`src/rtl/step_source_arbiter_if.sv`:
```
// Step/direction request bus between the two requesters and the arbiter.
// The slave side is the arbiter; the master side drives the requests.
interface step_source_arbiter_if #(
   parameter int POS_W = 32
);
   logic [1:0]       src_sel;
   logic             halt;
   logic             int_valid;
   logic             int_dir;
   logic             int_ready;
   logic             ext_valid;
   logic             ext_dir;
   logic             ext_ready;
   logic             pos_load;
   logic [POS_W-1:0] pos_load_val;
   logic             step_out;
   logic             dir_out;
   logic             busy;
   logic             grant_src;
   logic [POS_W-1:0] position;

   modport slave (
      input  src_sel, halt,
      input  int_valid, int_dir,
      input  ext_valid, ext_dir,
      input  pos_load, pos_load_val,
      output int_ready, ext_ready,
      output step_out, dir_out, busy,
      output grant_src, position
   );

   modport master (
      output src_sel, halt,
      output int_valid, int_dir,
      output ext_valid, ext_dir,
      output pos_load, pos_load_val,
      input  int_ready, ext_ready,
      input  step_out, dir_out, busy,
      input  grant_src, position
   );
endinterface

```
`src/rtl/step_source_arbiter.sv`:
```
// Step/dir arbiter: grants one step at a time from the DDA or the pins,
// sequences dir setup, pulse width and low time, and tracks position.
module step_source_arbiter #(
   parameter int PULSE_W   = 8,
   parameter int DIR_SETUP = 4,
   parameter int DIR_HOLD  = 4,
   parameter int POS_W     = 32
) (
   input logic                   clk,
   input logic                   reset,
   step_source_arbiter_if.slave  bus
);
   typedef enum logic [1:0] {
      S_IDLE,
      S_SETUP,
      S_PULSE,
      S_HOLD
   } state_t;

   localparam logic [7:0] LP_SETUP = 8'(DIR_SETUP - 1);
   localparam logic [7:0] LP_PULSE = 8'(PULSE_W - 1);
   localparam logic [7:0] LP_HOLD  = 8'(DIR_HOLD - 1);

   state_t           r_state;
   state_t           w_state_nx;
   logic [7:0]       r_cnt;
   logic [7:0]       w_cnt_nx;
   logic             r_dir;
   logic             r_gsrc;
   logic             r_rr;
   logic [POS_W-1:0] r_pos;

   logic w_open;
   logic w_int_req;
   logic w_ext_req;
   logic w_int_win;
   logic w_ext_win;
   logic w_grant;
   logic w_grant_src;
   logic w_req_dir;
   logic w_enter_pulse;

   // Arbitration: r_rr=1 means external has priority on a tie.
   always_comb begin
      w_open      = (r_state == S_IDLE) && !bus.halt;
      w_int_req   = bus.src_sel[0] && bus.int_valid;
      w_ext_req   = bus.src_sel[1] && bus.ext_valid;
      w_int_win   = w_open && w_int_req && (!w_ext_req || !r_rr);
      w_ext_win   = w_open && w_ext_req && (!w_int_req || r_rr);
      w_grant     = w_int_win || w_ext_win;
      w_grant_src = w_ext_win;
      w_req_dir   = w_ext_win ? bus.ext_dir : bus.int_dir;
   end

   // Next state and phase counter for the pulse sequencer.
   always_comb begin
      w_state_nx = r_state;
      w_cnt_nx   = r_cnt;
      unique case (r_state)
         S_IDLE: begin
            if (w_grant) begin
               if (w_req_dir != r_dir) begin
                  w_state_nx = S_SETUP;
                  w_cnt_nx   = LP_SETUP;
               end else begin
                  w_state_nx = S_PULSE;
                  w_cnt_nx   = LP_PULSE;
               end
            end
         end
         S_SETUP: begin
            if (r_cnt == 8'd0) begin
               w_state_nx = S_PULSE;
               w_cnt_nx   = LP_PULSE;
            end else begin
               w_cnt_nx = r_cnt - 8'd1;
            end
         end
         S_PULSE: begin
            if (r_cnt == 8'd0) begin
               w_state_nx = S_HOLD;
               w_cnt_nx   = LP_HOLD;
            end else begin
               w_cnt_nx = r_cnt - 8'd1;
            end
         end
         S_HOLD: begin
            if (r_cnt == 8'd0) begin
               w_state_nx = S_IDLE;
               w_cnt_nx   = 8'd0;
            end else begin
               w_cnt_nx = r_cnt - 8'd1;
            end
         end
         default: begin
            w_state_nx = S_IDLE;
            w_cnt_nx   = 8'd0;
         end
      endcase
      w_enter_pulse = (w_state_nx == S_PULSE) && (r_state != S_PULSE);
   end

   // Sequencer state register.
   always_ff @(posedge clk) begin
      if (reset) begin
         r_state <= S_IDLE;
         r_cnt   <= 8'd0;
      end else begin
         r_state <= w_state_nx;
         r_cnt   <= w_cnt_nx;
      end
   end

   // Latch direction, grant source and tie-break pointer on each grant.
   always_ff @(posedge clk) begin
      if (reset) begin
         r_dir  <= 1'b0;
         r_gsrc <= 1'b0;
         r_rr   <= 1'b0;
      end else if (w_grant) begin
         r_dir  <= w_req_dir;
         r_gsrc <= w_grant_src;
         r_rr   <= ~w_grant_src;
      end
   end

   // Position counter; a load overrides the step counted at pulse entry.
   always_ff @(posedge clk) begin
      if (reset) begin
         r_pos <= '0;
      end else if (bus.pos_load) begin
         r_pos <= bus.pos_load_val;
      end else if (w_enter_pulse) begin
         r_pos <= r_dir ? r_pos + POS_W'(1) : r_pos - POS_W'(1);
      end
   end

   assign bus.int_ready = w_int_win;
   assign bus.ext_ready = w_ext_win;
   assign bus.step_out  = (r_state == S_PULSE);
   assign bus.dir_out   = r_dir;
   assign bus.busy      = (r_state != S_IDLE);
   assign bus.grant_src = r_gsrc;
   assign bus.position  = r_pos;
endmodule

```
`src/flat_wrapper.sv`:
```
// flat-port wrapper written by rule: the top's interface ports become plain ports
module step_source_arbiter_flat 
#(
   parameter int PULSE_W   = 8,
   parameter int DIR_SETUP = 4,
   parameter int DIR_HOLD  = 4,
   parameter int POS_W     = 32
)
  (clk, reset, bus_src_sel, bus_halt, bus_int_valid, bus_int_dir, bus_ext_valid, bus_ext_dir, bus_pos_load, bus_pos_load_val, bus_int_ready, bus_ext_ready, bus_step_out, bus_dir_out, bus_busy, bus_grant_src, bus_position);
  step_source_arbiter_if #(.POS_W(POS_W)) bus_i ();
  input logic clk;
  input logic reset;
  input wire logic [$bits(bus_i.src_sel)-1:0] bus_src_sel;
  input wire logic [$bits(bus_i.halt)-1:0] bus_halt;
  input wire logic [$bits(bus_i.int_valid)-1:0] bus_int_valid;
  input wire logic [$bits(bus_i.int_dir)-1:0] bus_int_dir;
  input wire logic [$bits(bus_i.ext_valid)-1:0] bus_ext_valid;
  input wire logic [$bits(bus_i.ext_dir)-1:0] bus_ext_dir;
  input wire logic [$bits(bus_i.pos_load)-1:0] bus_pos_load;
  input wire logic [$bits(bus_i.pos_load_val)-1:0] bus_pos_load_val;
  output wire logic [$bits(bus_i.int_ready)-1:0] bus_int_ready;
  output wire logic [$bits(bus_i.ext_ready)-1:0] bus_ext_ready;
  output wire logic [$bits(bus_i.step_out)-1:0] bus_step_out;
  output wire logic [$bits(bus_i.dir_out)-1:0] bus_dir_out;
  output wire logic [$bits(bus_i.busy)-1:0] bus_busy;
  output wire logic [$bits(bus_i.grant_src)-1:0] bus_grant_src;
  output wire logic [$bits(bus_i.position)-1:0] bus_position;
  assign bus_i.src_sel = bus_src_sel;
  assign bus_i.halt = bus_halt;
  assign bus_i.int_valid = bus_int_valid;
  assign bus_i.int_dir = bus_int_dir;
  assign bus_i.ext_valid = bus_ext_valid;
  assign bus_i.ext_dir = bus_ext_dir;
  assign bus_i.pos_load = bus_pos_load;
  assign bus_i.pos_load_val = bus_pos_load_val;
  assign bus_int_ready = bus_i.int_ready;
  assign bus_ext_ready = bus_i.ext_ready;
  assign bus_step_out = bus_i.step_out;
  assign bus_dir_out = bus_i.dir_out;
  assign bus_busy = bus_i.busy;
  assign bus_grant_src = bus_i.grant_src;
  assign bus_position = bus_i.position;
  step_source_arbiter #(.PULSE_W(PULSE_W), .DIR_SETUP(DIR_SETUP), .DIR_HOLD(DIR_HOLD), .POS_W(POS_W)) u_core (.clk(clk), .reset(reset), .bus(bus_i));
endmodule
```
`config.mk`:
```
export PLATFORM = sky130hd
export DESIGN_NAME = step_source_arbiter_flat
export DESIGN_NICKNAME = d
export VERILOG_FILES = /design/src/rtl/step_source_arbiter_if.sv /design/src/rtl/step_source_arbiter.sv /design/src/flat_wrapper.sv
export SDC_FILE = /design/constraint.sdc
export NUM_CORES = 1
export LEC_CHECK = 0
export BUFFER_PORTS_ARGS = -buffer_cell sky130_fd_sc_hd__buf_2
export CAP_MARGIN = 20
export CORE_MARGIN = 4
export CORE_UTILIZATION = 45
export CTS_BUF_LIST = sky130_fd_sc_hd__clkbuf_8
export DETAILED_ROUTE_END_ITERATION = 12
export GPL_ROUTABILITY_DRIVEN = 0
export HOLD_SLACK_MARGIN = 0.12
export PLACE_DENSITY_LB_ADDON = 0.2
export REMOVE_ABC_BUFFERS = 1
export SLEW_MARGIN = 5
export SYNTH_ARGS = -nofsm -noshare
export SYNTH_HDL_FRONTEND = slang
export SYNTH_SLANG_ARGS = --single-unit
```
`constraint.sdc`:
```
create_clock -name clk -period 3.12 [get_ports clk]
set_input_delay 0.156 -clock clk [delete_from_list [all_inputs] [get_ports clk]]
set_output_delay 0.156 -clock clk [all_outputs]
set_load 0.02 [all_outputs]
```
# [Word level (Yosys, flattened, before mapping)]
# Cells that the tools add are included.
[word_totals] register_bits=45 inputBits=42 output_inout_bits=38 elab_cells=52
[classes] add_sub_neg=3 eq_ne=7 muxes=16 bitwise_logic=1 reduce_logical=19
[op_table] cell="two-way mux 32 bit" n=3
[op_table] cell="adder 32 x 1 -> 32 bit (second input constant)" n=1
[op_table] cell="two-way mux 8 bit" n=4
[op_table] cell="one-hot mux 8 bit (4 select lines)" n=1
[op_table] cell="subtractor 32 x 1 -> 32 bit (second input constant)" n=1
[op_table] cell="two-way mux 2 bit" n=5
[op_table] cell="logical AND 1 bit" n=8
[op_table] cell="zero test 8 bit" n=1
[op_table] cell="one-hot mux 2 bit (4 select lines)" n=1
[op_table] cell="subtractor 8 x 1 -> 8 bit (second input constant)" n=1
[op_table] cell="equality test 2 bit (second input constant)" n=3
[op_table] cell="zero test 1 bit" n=4
[op_table] cell="nonzero test 2 bit" n=2
[op_table] cell="logical OR 1 bit" n=3
[op_table] cell="two-way mux 3 bit" n=1
[op_table] cell="equality test 2 x 1 -> 1 bit (second input constant)" n=1
[op_table] cell="zero test 2 bit" n=1
[op_table] cell="!= test 2 x 1 -> 1 bit (second input constant)" n=1
[op_table] cell="!= test 2 bit (second input constant)" n=1
[op_table] cell="two-way mux 1 bit" n=1
[op_table] cell="!= test 1 bit" n=1
[op_table] cell="inverter 1 bit" n=1

# [Longest topological paths before layout]
# Gate-level depths: netlist of run 1.
[depth] depth_word=13 ltp_mapped=11 depth_no_buf=10

# [Worst setup path after synthesis of run 1]
# Ideal clock, no wire load.
[synth_timing] path_kind="reg-to-reg" start="reg u_core.r_dir, in the netlist u_core.bus.dir_out" end="reg u_core.r_pos[30], in the netlist u_core.bus.position[30]" setup_ns=0.079 t_arrival_ns=3.464 t_required_ns=3.041 setup_slack_ns=-0.423 stages_incl_launch_ff=12 n_path_buf=1 period_less_slack_ns=3.543 cell_sequence="dfxtp_1 > inv_1 > ha_1 > clkbuf_1 > nand4_1 > or2_2 > or4_1 > o21ai_0 > a211oi_1 > nor3_1 > mux2_2 > a211oi_2"
[synth_between] elab_chain_len=7 elab_cells_between_ends=10 cone_classes="eq/ne: 2; mux: 6; reduce/logical: 2"
[synth_lines] element="start: declaration" line_no="step_source_arbiter.sv:28" rtl="logic r_dir;"
[synth_lines] element="start signal: assignment" line_no="step_source_arbiter.sv:121" rtl="r_dir <= w_req_dir;"
[synth_lines] element="!= test 1 bit" line_no="step_source_arbiter.sv:62" rtl="if (w_req_dir != r_dir) begin"
[synth_lines] element="two-way mux 2 bit" line_no="step_source_arbiter.sv:62"
[synth_lines] element="two-way mux 2 bit" line_no="step_source_arbiter.sv:61" rtl="if (w_grant) begin"
[synth_lines] element="one-hot mux 2 bit (4 select lines)" line_no="step_source_arbiter.sv:59" rtl="unique case (r_state)"
[synth_lines] element="equality test 2 bit" line_no="step_source_arbiter.sv:100" rtl="w_enter_pulse = (w_state_nx == S_PULSE) && (r_state != S_PULSE);"
[synth_lines] element="logical AND 1 bit" line_no="step_source_arbiter.sv:100"
[synth_lines] element="nonzero test 2 bit (no line)"
[synth_lines] element="end signal: assignment" line_no="step_source_arbiter.sv:132" rtl="r_pos <= bus.pos_load_val;"
[synth_lines] element="end signal: assignment" line_no="step_source_arbiter.sv:134" rtl="r_pos <= r_dir ? r_pos + POS_W'(1) : r_pos - POS_W'(1);"
[synth_lines] element="end: declaration" line_no="step_source_arbiter.sv:31" rtl="logic [POS_W-1:0] r_pos;"
# Several ways; a longest one is shown, not always the timed one. The select of a mux whose other input is x is not followed.
# A chain may end at the register's enable or synchronous reset.

# [Worst setup path in the final report of run 1]
[layout_timing] start="reg u_core.r_dir, in the netlist u_core.bus.dir_out" end="reg u_core.r_pos[29], in the netlist u_core.bus.position[29]"
# Same word-level chain as after synthesis.

==> results of run 1 <==
[cell usage in the layout, fill, tap and decap left out, types with 6 or more instances in the layout]
| master | synthesis | routed |
|---|---|---|
| xor2_1 | 9 | 9 |
| o21a_1 | 6 | 6 |
| a21oi_1 | 55 | 53 |
| nand2_1 | 69 | 69 |
| ha_1 | 32 | 24 |
| nand3_1 | 11 | 10 |
| a311oi_1 | 7 | 7 |
| a21o_1 | 17 | 17 |
| buf_2 | 2 | 79 |
| a211oi_1 | 9 | 8 |
| a31oi_1 | 12 | 12 |
| inv_1 | 23 | 22 |
| o21ai_0 | 37 | 35 |
| and3_1 | 7 | 7 |
| xnor2_1 | 15 | 15 |
| buf_4 | 0 | 15 |
| dfxtp_1 | 45 | 44 |
| o211a_1 | 8 | 8 |
| nand4_1 | 6 | 6 |
| nor3_1 | 15 | 15 |
| dlygate4sd3_1 | 0 | 26 |
| o211ai_1 | 13 | 13 |
| nor2_1 | 42 | 42 |
[flip-flops by register name, summed over array words and instances (netlist names)]
signal / count
u_core.bus.dir_out: 1
u_core.bus.grant_src: 1
u_core.bus.position: 32
u_core.r_cnt: 8
u_core.r_rr: 1
u_core.r_state: 2
[worst min-delay path by stage]
stage | startpoint | slack [ps] | endpoint
after floorplan | reset | 230 | u_core.bus.grant_src
after global placement | bus_pos_load_val[16] | 380 | u_core.bus.position[16]
after detailed placement | bus_pos_load_val[19] | 380 | u_core.bus.position[19]
after CTS | bus_pos_load_val[10] | 130 | u_core.bus.position[10]
after global routing | bus_pos_load_val[10] | 160 | u_core.bus.position[10]
final | bus_pos_load_val[10] | 120 | u_core.bus.position[10]
[cell type report]
type	count	area [sq um]
Clock buffer	5	68.82
Clock inverter	3	46.29
Fill cell	764	3344
Inverter	23	90.09
Multi-Input combinational cell	435	2898
Sequential cell	45	904.6
Tap cell	105	131.4
Timing Repair Buffer	122	808.3
Timing Repair inverter	1	7.507
[through the flow]
| stage | hold slack, ps | std cells | area (sq um) | total power, mW | utilization, % |
|---|---|---|---|---|---|
| 2_1_floorplan | 225.1 | 503 | 3784 | 2.765 | - |
| 3_3_place_gp | 378.1 | 701 | 4429 | 3.360 | 53.37 |
| 3_5_place_dp | 381.7 | 701 | 4429 | 3.395 | 53.37 |
| 4_1_cts | 126.0 | 738 | 4832 | 3.930 | 58.22 |
| 5_1_grt | 158.2 | 739 | 4955 | 4.424 | 59.70 |
| 6_report | 121.9 | 739 | 4955 | 4.045 | 59.70 |
[timing repair]
item,4_1_cts,5_1_grt
setup buffers,2,1
gates resized for setup,4,21
gates cloned,1,0
hold endpoints to repair,26,0
hold buffers,26,0
setup endpoints to repair,2,6
[cells by family (layout without fill, tap and decap cells)]
logic type	after synthesis	in the layout	share of synthesized area, %
AO/OA/AOI/OAI	190	190	32.06
XOR/XNOR	24	24	5.397
adder cells (fa/ha/maj)	33	33	10.79
buffers and inverters	48	154	5.076
flip-flops	45	45	23.13
multiplexers	4	4	1.060
AND/OR/NAND/NOR	184	184	22.49
[tightest hold or removal path: cells and delay by family]
kind | cells | cell delay (ps)
buf+inv | 1 | 100
simple gates | 2 | 140
[power groups by stage]
| stage | clock [mW] | sequential, mW | combinational, mW |
|---|---|---|---|
| 3_3_place_gp | 0 | 0.842 | 2.52 |
| 6_report | 0.478 | 0.842 | 2.73 |
| 2_1_floorplan | 0 | 0.910 | 1.86 |
| 5_1_grt | 0.500 | 0.864 | 3.06 |
| 4_1_cts | 0.487 | 0.838 | 2.60 |
| 3_5_place_dp | 0 | 0.847 | 2.55 |
[layer usage]
layer / vias to the layer above / wire, um / global-route usage, %
met3: 22 / 751 / 3.114
met1: 1960 / 4984 / 29.67
li1: 2170 / - / -
met4: 0 / 221 / 6.851
met5: - / 0 / 0
met2: 155 / 5278 / 37.16
==> qor.csv, run 1 <==
stage;metric;value;unit
yosys;most numerous cell in the Yosys netlist;nand2_1;
power_and_ir_drop;Power per Cell Area;816.4;nW/um^2
sta;relative slew slack;58.15;%
power_and_ir_drop;Leakage;2.287;nW
power_and_ir_drop;sequential power share;20.8;%
yosys;Seq cells post-synth;45;
setup_path;R2R cell count;10;
sta;maximum clock frequency;0.3332;GHz
clocking;Skew-Pair Late Insertion Delay;310;ps
setup_path;Max stage delay on crit path;400;ps
setup_path;critical path launch point;u_core.bus.dir_out;
sta;worst-margin pin slew;627.0;ps
finish;share of post-route cells with drive strength above 1;21.14;%
setup_path;Worst path depth;10;
clocking;clk buf depth;2;
setup_path;Worst R2R Start;u_core.bus.dir_out;
setup_path;critical path, cell by cell;clkinvlp_4 > ha_1 > a21o_1 > o21bai_1 > o211ai_1 > a21oi_1 > a211o_1 > or3_1 > nand4_1 > a21oi_1;
detailed_routing;Vias/cell;5.828;
sta;Tcrit/Tclk final;96.20;%
sta;TNS Setup;0;ps
job;max_cap viols;0;
global_routing;initial antenna violation count;0;
sta;Setup Viol. Count Final;0;
setup_path;crit-path max FO;6;
yosys;number of synthesized flops with an enable pin;0;
detailed_routing;Pre-antenna DRT Iters;5;
clocking;Num CTS Buffers;5;
detailed_routing;Residual DRC;0;
clocking;clock sink count;45;
detailed_routing;Via Count;4307;
finish;Final nets;708;
yosys;async set or reset register ratio after synthesis;0;%
floorplan;DIE AREA;10210;sq um
sta;PnR worst setup slack;118.6;ps
setup_path;Slowest cell on crit path;dfxtp_4;
power_and_ir_drop;Power Internal;2.057;mW
yosys;area leader, netlist;dfxtp_1;
place;HPWL Detailed;8.050;mm
clocking;H-tree levels;2;
global_routing;grt total ovfl;0;
setup_path;Buf/Inv on CP;1;
detailed_routing;Total Wirelength;11.24;mm
min_path;worst hold path type;input port to register;
power_and_ir_drop;Worst VDD drop;318.4;uV
yosys;Mapped Area;3895;sq um
setup_path;WP data arrival;3190;ps
sta;final hold violation count;0;
yosys;cells after synthesis;528;
setup_path;reg-to-reg slack, setup;120;ps
detailed_routing;wire length per cell;15.20;um
floorplan;starting density of the core;46.93;%
outcome;outcome;finished, final reports clean;
yosys;mean area per synthesized cell;7.377;sq um
floorplan;I/O Pins;80;
yosys;synth warn;0;
detailed_routing;post-route ant nets;0;
setup_path;CP endpoint;u_core.bus.position[29];
setup_path;Crit Path Class;register to register;
yosys;post-synthesis cell type count;57;
floorplan;Die Y-Extent;101.0;um
power_and_ir_drop;Sw Share;49.16;%
setup_path;crit end category;register;
place;pre-CTS WS;-69.87;ps
finish;n_diodes;0;
setup_path;CP top delay family;compound AO/OA/AOI/OAI gates;
floorplan;core area;8299;sq um
yosys;Synth top area share;23.13;%
floorplan;DIE WIDTH;101.0;um
sta;Final Max Slew Viols;0;
clocking;clock slew at reported path FFs;100;ps
global_routing;largest net degree at the start of global routing;36;
power_and_ir_drop;Comb pwr share;67.4;%
min_path;Hold Crit Depth;3;
yosys;predominant post-synthesis flop cell;dfxtp_1;
setup_path;Worst R2R End;u_core.bus.position[29];
setup_path;CP most frequent cell;a21oi_1;
global_routing;first-pass GRT wire length;18.87;mm
sta;Tmin final;3001;ps
global_routing;Total Routing Usage GR;22.27;%
yosys;Synth area leaders;dfxtp_1 (23%), ha_1 (10%), a21oi_1 (7.1%);
power_and_ir_drop;clock network fraction of total power;11.8;%
detailed_routing;Detailed Route Iter0 Violations;259;
clocking;TritonCTS clock tree;built;
floorplan;Site Rows;33;
finish;area added between synthesis and finish;27.21;%
place;# port buffers;79;
power_and_ir_drop;Psw;1.989;mW
setup_path;critical path launch point type;register;
yosys;post-synthesis sequential area ratio;23.13;%
clocking;root buffer cell;clkbuf_8;
global_routing;vias in the first global route;4032;
setup_path;Req. time, crit path;3310;ps
yosys;synth cell count leaders;nand2_1 (69), a21oi_1 (55), dfxtp_1 (45), nor2_1 (42), o21ai_0 (37);
sta;Clock Skews;10.08;ps
Power figures use the tool's default switching activity.
==> run 2, diff against run 1 <==
==> constraint.sdc (replaced) <==
create_clock -name clk -period 2.6 [get_ports clk]
set_input_delay 0.13 -clock clk [delete_from_list [all_inputs] [get_ports clk]]
set_output_delay 0.13 -clock clk [all_outputs]
set_load 0.02 [all_outputs]
==> qor.csv, run 2 (synthesis gave the netlist of run 1 again) <==
stage;metric;value;unit;change
finish;n_diodes;0;;unchanged
min_path;worst hold path type;input port to register;;
sta;Tmin final;2994;ps;-7.532 ps
setup_path;Buf/Inv on CP;5;;+4
power_and_ir_drop;Worst VDD drop;607.7;uV;+91%
floorplan;DIE WIDTH;101.0;um;unchanged
global_routing;Total Routing Usage GR;27.46;%;+5.2 points
setup_path;crit end category;register;;
floorplan;Site Rows;33;;unchanged
detailed_routing;Via Count;5439;;+26%
global_routing;first-pass GRT wire length;23.16;mm;+23%
sta;PnR worst setup slack;-393.9;ps;-512.5 ps
sta;worst-margin pin slew;734.7;ps;+107.7 ps
detailed_routing;Detailed Route Iter0 Violations;485;;+87%
detailed_routing;Residual DRC;0;;unchanged
detailed_routing;Total Wirelength;18.12;mm;+61%
sta;maximum clock frequency;0.3340;GHz;+0.25%
place;HPWL Detailed;8.733;mm;+8.5%
min_path;Hold Crit Depth;3;;unchanged
clocking;root buffer cell;clkbuf_8;;
sta;final hold violation count;0;;unchanged
finish;area added between synthesis and finish;71.09;%;
sta;Final Max Slew Viols;0;;unchanged
place;# port buffers;79;;unchanged
floorplan;starting density of the core;46.93;%;unchanged
clocking;clock slew at reported path FFs;110;ps;about the same
power_and_ir_drop;Leakage;3.011;nW;+32%
clocking;TritonCTS clock tree;built;;
finish;most common cell after layout, fill and taps aside;buf_4;;
outcome;failing checks;setup timing;;
power_and_ir_drop;Power Total;7.338;mW;+81%
finish;Final nets;824;;+16%
setup_path;CP top delay family;compound AO/OA/AOI/OAI gates;;
sta;relative slew slack;50.96;%;-7.2 points
sta;Clock Skews;12.50;ps;+2.419 ps
setup_path;Max stage delay on crit path;380;ps;-20 ps
sta;Setup Viol. Count Final;25;;+25
setup_path;critical path, cell by cell;clkinvlp_4 > buf_12 > buf_8 > ha_4 > buf_4 > nand2_1 > o21ai_1 > nor2_2 > a21o_4 > a31oi_4 > buf_4 > xor2_1 > nand2_1 > a21oi_1;;
setup_path;Req. time, crit path;2860;ps;-450 ps
clocking;Num CTS Buffers;5;;unchanged
clocking;Skew-Pair Late Insertion Delay;330;ps;+20 ps
min_path;hold endpoint;u_core.bus.position[30];;
place;pre-CTS WS;-565.6;ps;-495.7 ps
setup_path;Worst R2R Start;u_core.bus.dir_out;;
clocking;H-tree levels;2;;unchanged
detailed_routing;Pre-antenna DRT Iters;5;;unchanged
setup_path;WP data arrival;3250;ps;+60 ps
outcome;outcome;complete, but fails checks;;
finish;Multi-input gate area;3607;sq um;+24%
floorplan;DIE AREA;10210;sq um;unchanged
finish;share of post-route cells with drive strength above 1;44.80;%;+24 points
detailed_routing;post-route ant nets;0;;unchanged
floorplan;I/O Pins;80;;unchanged
finish;Fill cells;461;;-40%
floorplan;core area;8299;sq um;unchanged
global_routing;vias in the first global route;5015;;+24%
global_routing;largest net degree at the start of global routing;36;;unchanged
setup_path;Worst path depth;14;;+4
min_path;hold wc startpoint;bus_pos_load_val[30];;
sta;RSZ-0062 raised after global routing;true;;
setup_path;reg-to-reg slack, setup;-390;ps;-510 ps
detailed_routing;Vias/cell;6.361;;+9.1%
clocking;clk buf depth;2;;unchanged
power_and_ir_drop;Power per Cell Area;1101;nW/um^2;+35%
setup_path;crit-path max FO;8;;+2
setup_path;Worst R2R End;u_core.bus.position[27];;
detailed_routing;wire length per cell;21.19;um;+39%
finish;post-route insts no fill;855;;+16%
place;Placed Instances;779;;+11%
setup_path;critical path launch point type;register;;
setup_path;R2R cell count;14;;+4
finish;register area;905.9;sq um;+0.14%
setup_path;Crit Path Class;register to register;;
clocking;clock sink count;45;;unchanged
sta;Tcrit/Tclk final;115.1;%;+19 points
floorplan;Die Y-Extent;101.0;um;unchanged
setup_path;Slowest cell on crit path;dfxtp_4;;
global_routing;initial antenna violation count;0;;unchanged
job;max_cap viols;0;;unchanged
finish;max reg flops;32;;unchanged
finish;commonest non-fill, non-tap cells in the layout;buf_4 (108), buf_2 (79), nand2_1 (61);;
global_routing;grt total ovfl;0;;unchanged
[run 2: cell count changes in the layout (fill, tap and decap cells not counted), moves of 8 or more]
cell / before / now
ha_1: 24 / 10
a21oi_1: 53 / 34
o21ai_1: 1 / 15
ha_4: 3 / 21
a21oi_2: 2 / 14
nand2_1: 69 / 61
buf_4: 15 / 108
o21ai_0: 35 / 15
buf_6: 0 / 17
[run 2: what timing repair did]
item | CTS | global route
buffers inserted | 21 | 15
pin swaps | 45 | 53
setup endpoints to repair | 21 | 26
gates cloned | 1 | 5
hold endpoints to repair | 28 | 0
hold buffers | 28 | 0
gates resized for setup | 87 | 92
[run 2: worst reg2reg max path, stage by stage (launching register included)]
cell        delay, ps
dfxtp_4           380
clkinvlp_4        120
buf_12            170
buf_8             170
ha_4              310
buf_4             170
nand2_1           110
o21ai_1           370
nor2_2            160
a21o_4            290
a31oi_4           210
buf_4             140
xor2_1            130
nand2_1            60
a21oi_1           120
[run 2: report_power, final]
| part | leakage (nW) | internal [mW] | switching, mW |
|---|---|---|---|
| Combinational | 2.59 | 2.73 | 3.07 |
| Clock | 0.0452 | 0.197 | 0.319 |
| Sequential | 0.373 | 0.847 | 0.173 |
[run 2: metal layers]
metal	share of wire [%]	track usage (%)	vias up	wire length (um)
met5	0	0	-	0
met4	7.6	12.07	0	1380
met2	46	47.49	342	8376
met3	8.8	4.360	144	1603
li1	-	-	2402	-
met1	37	33.43	2551	6758
[run 2: cell type report]
| cell class | instances | share of cell area [%] |
|---|---|---|
| Inverter | 23 | 1.352 |
| Clock inverter | 3 | 0.3755 |
| Multi-Input combinational cell | 435 | 54.13 |
| Sequential cell | 45 | 13.59 |
| Tap cell | 105 | 1.971 |
| Timing Repair Buffer | 239 | 27.54 |
| Clock buffer | 5 | 1.033 |
[run 2: how the worst max path moves through the flow]
| stage | from | to | slack, ps |
|---|---|---|---|
| after floorplan | u_core.bus.dir_out | u_core.bus.position[30] | -820 |
| after global placement | u_core.bus.dir_out | u_core.bus.position[28] | -380 |
| after detailed placement | u_core.bus.dir_out | u_core.bus.position[28] | -570 |
| after CTS | u_core.bus.dir_out | u_core.bus.position[30] | -100 |
| after global routing | u_core.bus.dir_out | u_core.bus.position[27] | -460 |
| final | u_core.bus.dir_out | u_core.bus.position[27] | -390 |
[run 2: stage by stage]
| step | utilization (%) | area, sq um | hold WS [ps] | setup TNS, ps |
|---|---|---|---|---|
| 3_5_place_dp | 60.58 | 5027 | 360.2 | -5112 |
| 5_1_grt | 80.30 | 6664 | 138.2 | -6496 |
| 2_1_floorplan | - | 3784 | 199.1 | -14520 |
| 4_1_cts | 73.32 | 6085 | 149.7 | -493.8 |
| 6_report | 80.30 | 6664 | 135.6 | -4580 |
| 3_3_place_gp | 60.58 | 5027 | 352.2 | -3005 |
==> run 3, diff against run 2 <==
--- a/config.mk
+++ b/config.mk
@@ -13,7 +13,7 @@
 export DETAILED_ROUTE_END_ITERATION = 12
 export GPL_ROUTABILITY_DRIVEN = 0
 export HOLD_SLACK_MARGIN = 0.12
-export PLACE_DENSITY_LB_ADDON = 0.2
+export PLACE_DENSITY = 0.69
 export REMOVE_ABC_BUFFERS = 1
 export SLEW_MARGIN = 5
 export SYNTH_ARGS = -nofsm -noshare
==> constraint.sdc (replaced) <==
create_clock -name clk -period 3.3 [get_ports clk]
set_input_delay 0.165 -clock clk [delete_from_list [all_inputs] [get_ports clk]]
set_output_delay 0.165 -clock clk [all_outputs]
set_load 0.05 [all_outputs]
==> qor.csv, run 3 (synthesis gave the netlist of run 1 again) <==
stage;metric;value;unit;change
global_routing;Total Routing Usage GR;22.01;%;-5.4 points
detailed_routing;Detailed Route Iter0 Violations;157;;-68%
sta;relative slew slack;43.37;%;-7.6 points
finish;n_diodes;0;;unchanged
floorplan;I/O Pins;80;;unchanged
setup_path;Slowest cell on crit path;or4_1;;
clocking;clock sink count;45;;unchanged
floorplan;core area;8299;sq um;unchanged
sta;maximum clock frequency;0.3326;GHz;-0.42%
global_routing;first-pass GRT wire length;18.81;mm;-19%
clocking;Skew-Pair Late Insertion Delay;300;ps;-30 ps
global_routing;vias in the first global route;4145;;-17%
min_path;worst hold path type;input port to register;;
finish;Final Util;56.29;%;-24 points
detailed_routing;Via Count;4242;;-22%
finish;Final nets;693;;-16%
setup_path;critical path launch point type;register;;
clocking;H-tree levels;2;;unchanged
floorplan;Die Y-Extent;101.0;um;unchanged
global_routing;initial antenna violation count;0;;unchanged
detailed_routing;Residual DRC;0;;unchanged
sta;Hold WS;128.1;ps;-7.523 ps
finish;max reg flops;32;;unchanged
sta;PnR worst setup slack;293.5;ps;+687.4 ps
detailed_routing;Total Wirelength;11.03;mm;-39%
setup_path;crit end category;register;;
place;# port buffers;79;;unchanged
finish;Fill cells;824;;+79%
clocking;Num CTS Buffers;5;;unchanged
place;HPWL Detailed;8.164;mm;-6.5%
floorplan;DIE WIDTH;101.0;um;unchanged
job;max_cap viols;0;;unchanged
setup_path;Crit Path Class;register to register;;
setup_path;critical path, cell by cell;inv_1 > ha_1 > nor2b_1 > o2111ai_1 > and3_1 > o21ai_1 > a21oi_1 > a31oi_1 > or4_1 > a32o_1;;
detailed_routing;Vias/cell;5.859;;-7.9%
outcome;outcome;finished, final reports clean;;
clocking;clock slew at reported path FFs;90;ps;-20 ps
setup_path;crit-path max FO;6;;-2
power_and_ir_drop;Power per Cell Area;808.7;nW/um^2;-27%
finish;Multi-input gate area;2798;sq um;-22%
finish;post-route insts no fill;724;;-15%
finish;most common cell after layout, fill and taps aside;buf_2;;
sta;Final Max Slew Viols;0;;unchanged
power_and_ir_drop;Worst VDD drop;363.0;uV;-40%
place;pre-CTS WS;198.3;ps;+763.9 ps
detailed_routing;Pre-antenna DRT Iters;4;;-1
floorplan;Site Rows;33;;unchanged
setup_path;Buf/Inv on CP;1;;-4
finish;share of post-route cells with drive strength above 1;16.96;%;-28 points
sta;Clock Skews;3.523;ps;-8.981 ps
sta;RSZ-0062 raised after global routing;false;;
floorplan;DIE AREA;10210;sq um;unchanged
setup_path;reg-to-reg slack, setup;290;ps;+690 ps
setup_path;CP top delay family;compound AO/OA/AOI/OAI gates;;
power_and_ir_drop;Power Total;3.778;mW;-49%
sta;final hold violation count;0;;unchanged
setup_path;Max stage delay on crit path;510;ps;+130 ps
global_routing;largest net degree at the start of global routing;33;;-8.3%
finish;area added between synthesis and finish;19.95;%;
sta;Tmin final;3006;ps;+12.57 ps
sta;worst-margin pin slew;848.5;ps;+113.8 ps
place;Placed Instances;697;;-11%
clocking;root buffer cell;clkbuf_8;;
power_and_ir_drop;Leakage;2.203;nW;-27%
clocking;clk buf depth;2;;unchanged
sta;Tcrit/Tclk final;91.10;%;-24 points
finish;register area;900.9;sq um;-0.55%
floorplan;starting density of the core;46.93;%;unchanged
detailed_routing;wire length per cell;15.23;um;-28%
global_routing;grt total ovfl;0;;unchanged
detailed_routing;post-route ant nets;0;;unchanged
setup_path;WP data arrival;3200;ps;-50 ps
sta;Setup Viol. Count Final;0;;-100%
clocking;TritonCTS clock tree;built;;
finish;commonest non-fill, non-tap cells in the layout;buf_2 (79), nand2_1 (69), a21oi_1 (55);;
setup_path;Req. time, crit path;3500;ps;+640 ps
[run 3: cell type report]
class,count,area share (%)
inverter,23,1.848
tap,105,2.812
multi-input combinational,435,59.88
clock inverter,3,0.2946
timing repair buffer,108,14.41
clock buffer,5,1.473
sequential,45,19.28
[run 3: metrics by stage]
step / setup TNS (ps) / area (sq um)
3_3_place_gp: 0 / 4399
2_1_floorplan: -1638 / 3784
6_report: 0 / 4672
5_1_grt: 0 / 4672
3_5_place_dp: 0 / 4399
4_1_cts: 0 / 4672
[run 3: worst register-to-register path, delay by kind of cell (launching register included)]
kind | cells | cell delay [ps]
simple gates | 3 | 920
buf+inv | 1 | 200
compound gates | 5 | 1150
flops | 1 | 320
fa+ha+maj | 1 | 320
[run 3: final timing paths]
| path | startpoint | end | cells after the start |
|---|---|---|---|
| worst min-delay path | bus_pos_load_val[3] | u_core.bus.position[3] | 3 |
| worst max-delay path | u_core.bus.dir_out | u_core.bus.position[28] | 10 |
| worst max register to register | u_core.bus.dir_out | u_core.bus.position[28] | 10 |
| worst min register to register | u_core.bus.grant_src | u_core.bus.grant_src | 2 |
[run 3: metal layers]
metal / global-route usage [%] / part of all wire (%) / vias up
met3: 2.699 / 4.1 / 10
met2: 38.73 / 49 / 101
met1: 29.25 / 47 / 1990
met4: 3.579 / 0.56 / 0
li1: - / - / 2141
met5: 0 / 0 / -
[run 3: timing repair]
item,in CTS,in global routing
hold endpoints to repair,19,0
setup endpoints to repair,0,2
resized for setup,0,1
hold buffers,19,0
setup buffers,0,0
[run 3: report_power, final]
group | switching (mW) | total [mW] | internal (mW)
clock | 0.201 | 0.346 | 0.145
combinational | 1.67 | 2.64 | 0.972
sequential | 0.126 | 0.792 | 0.666
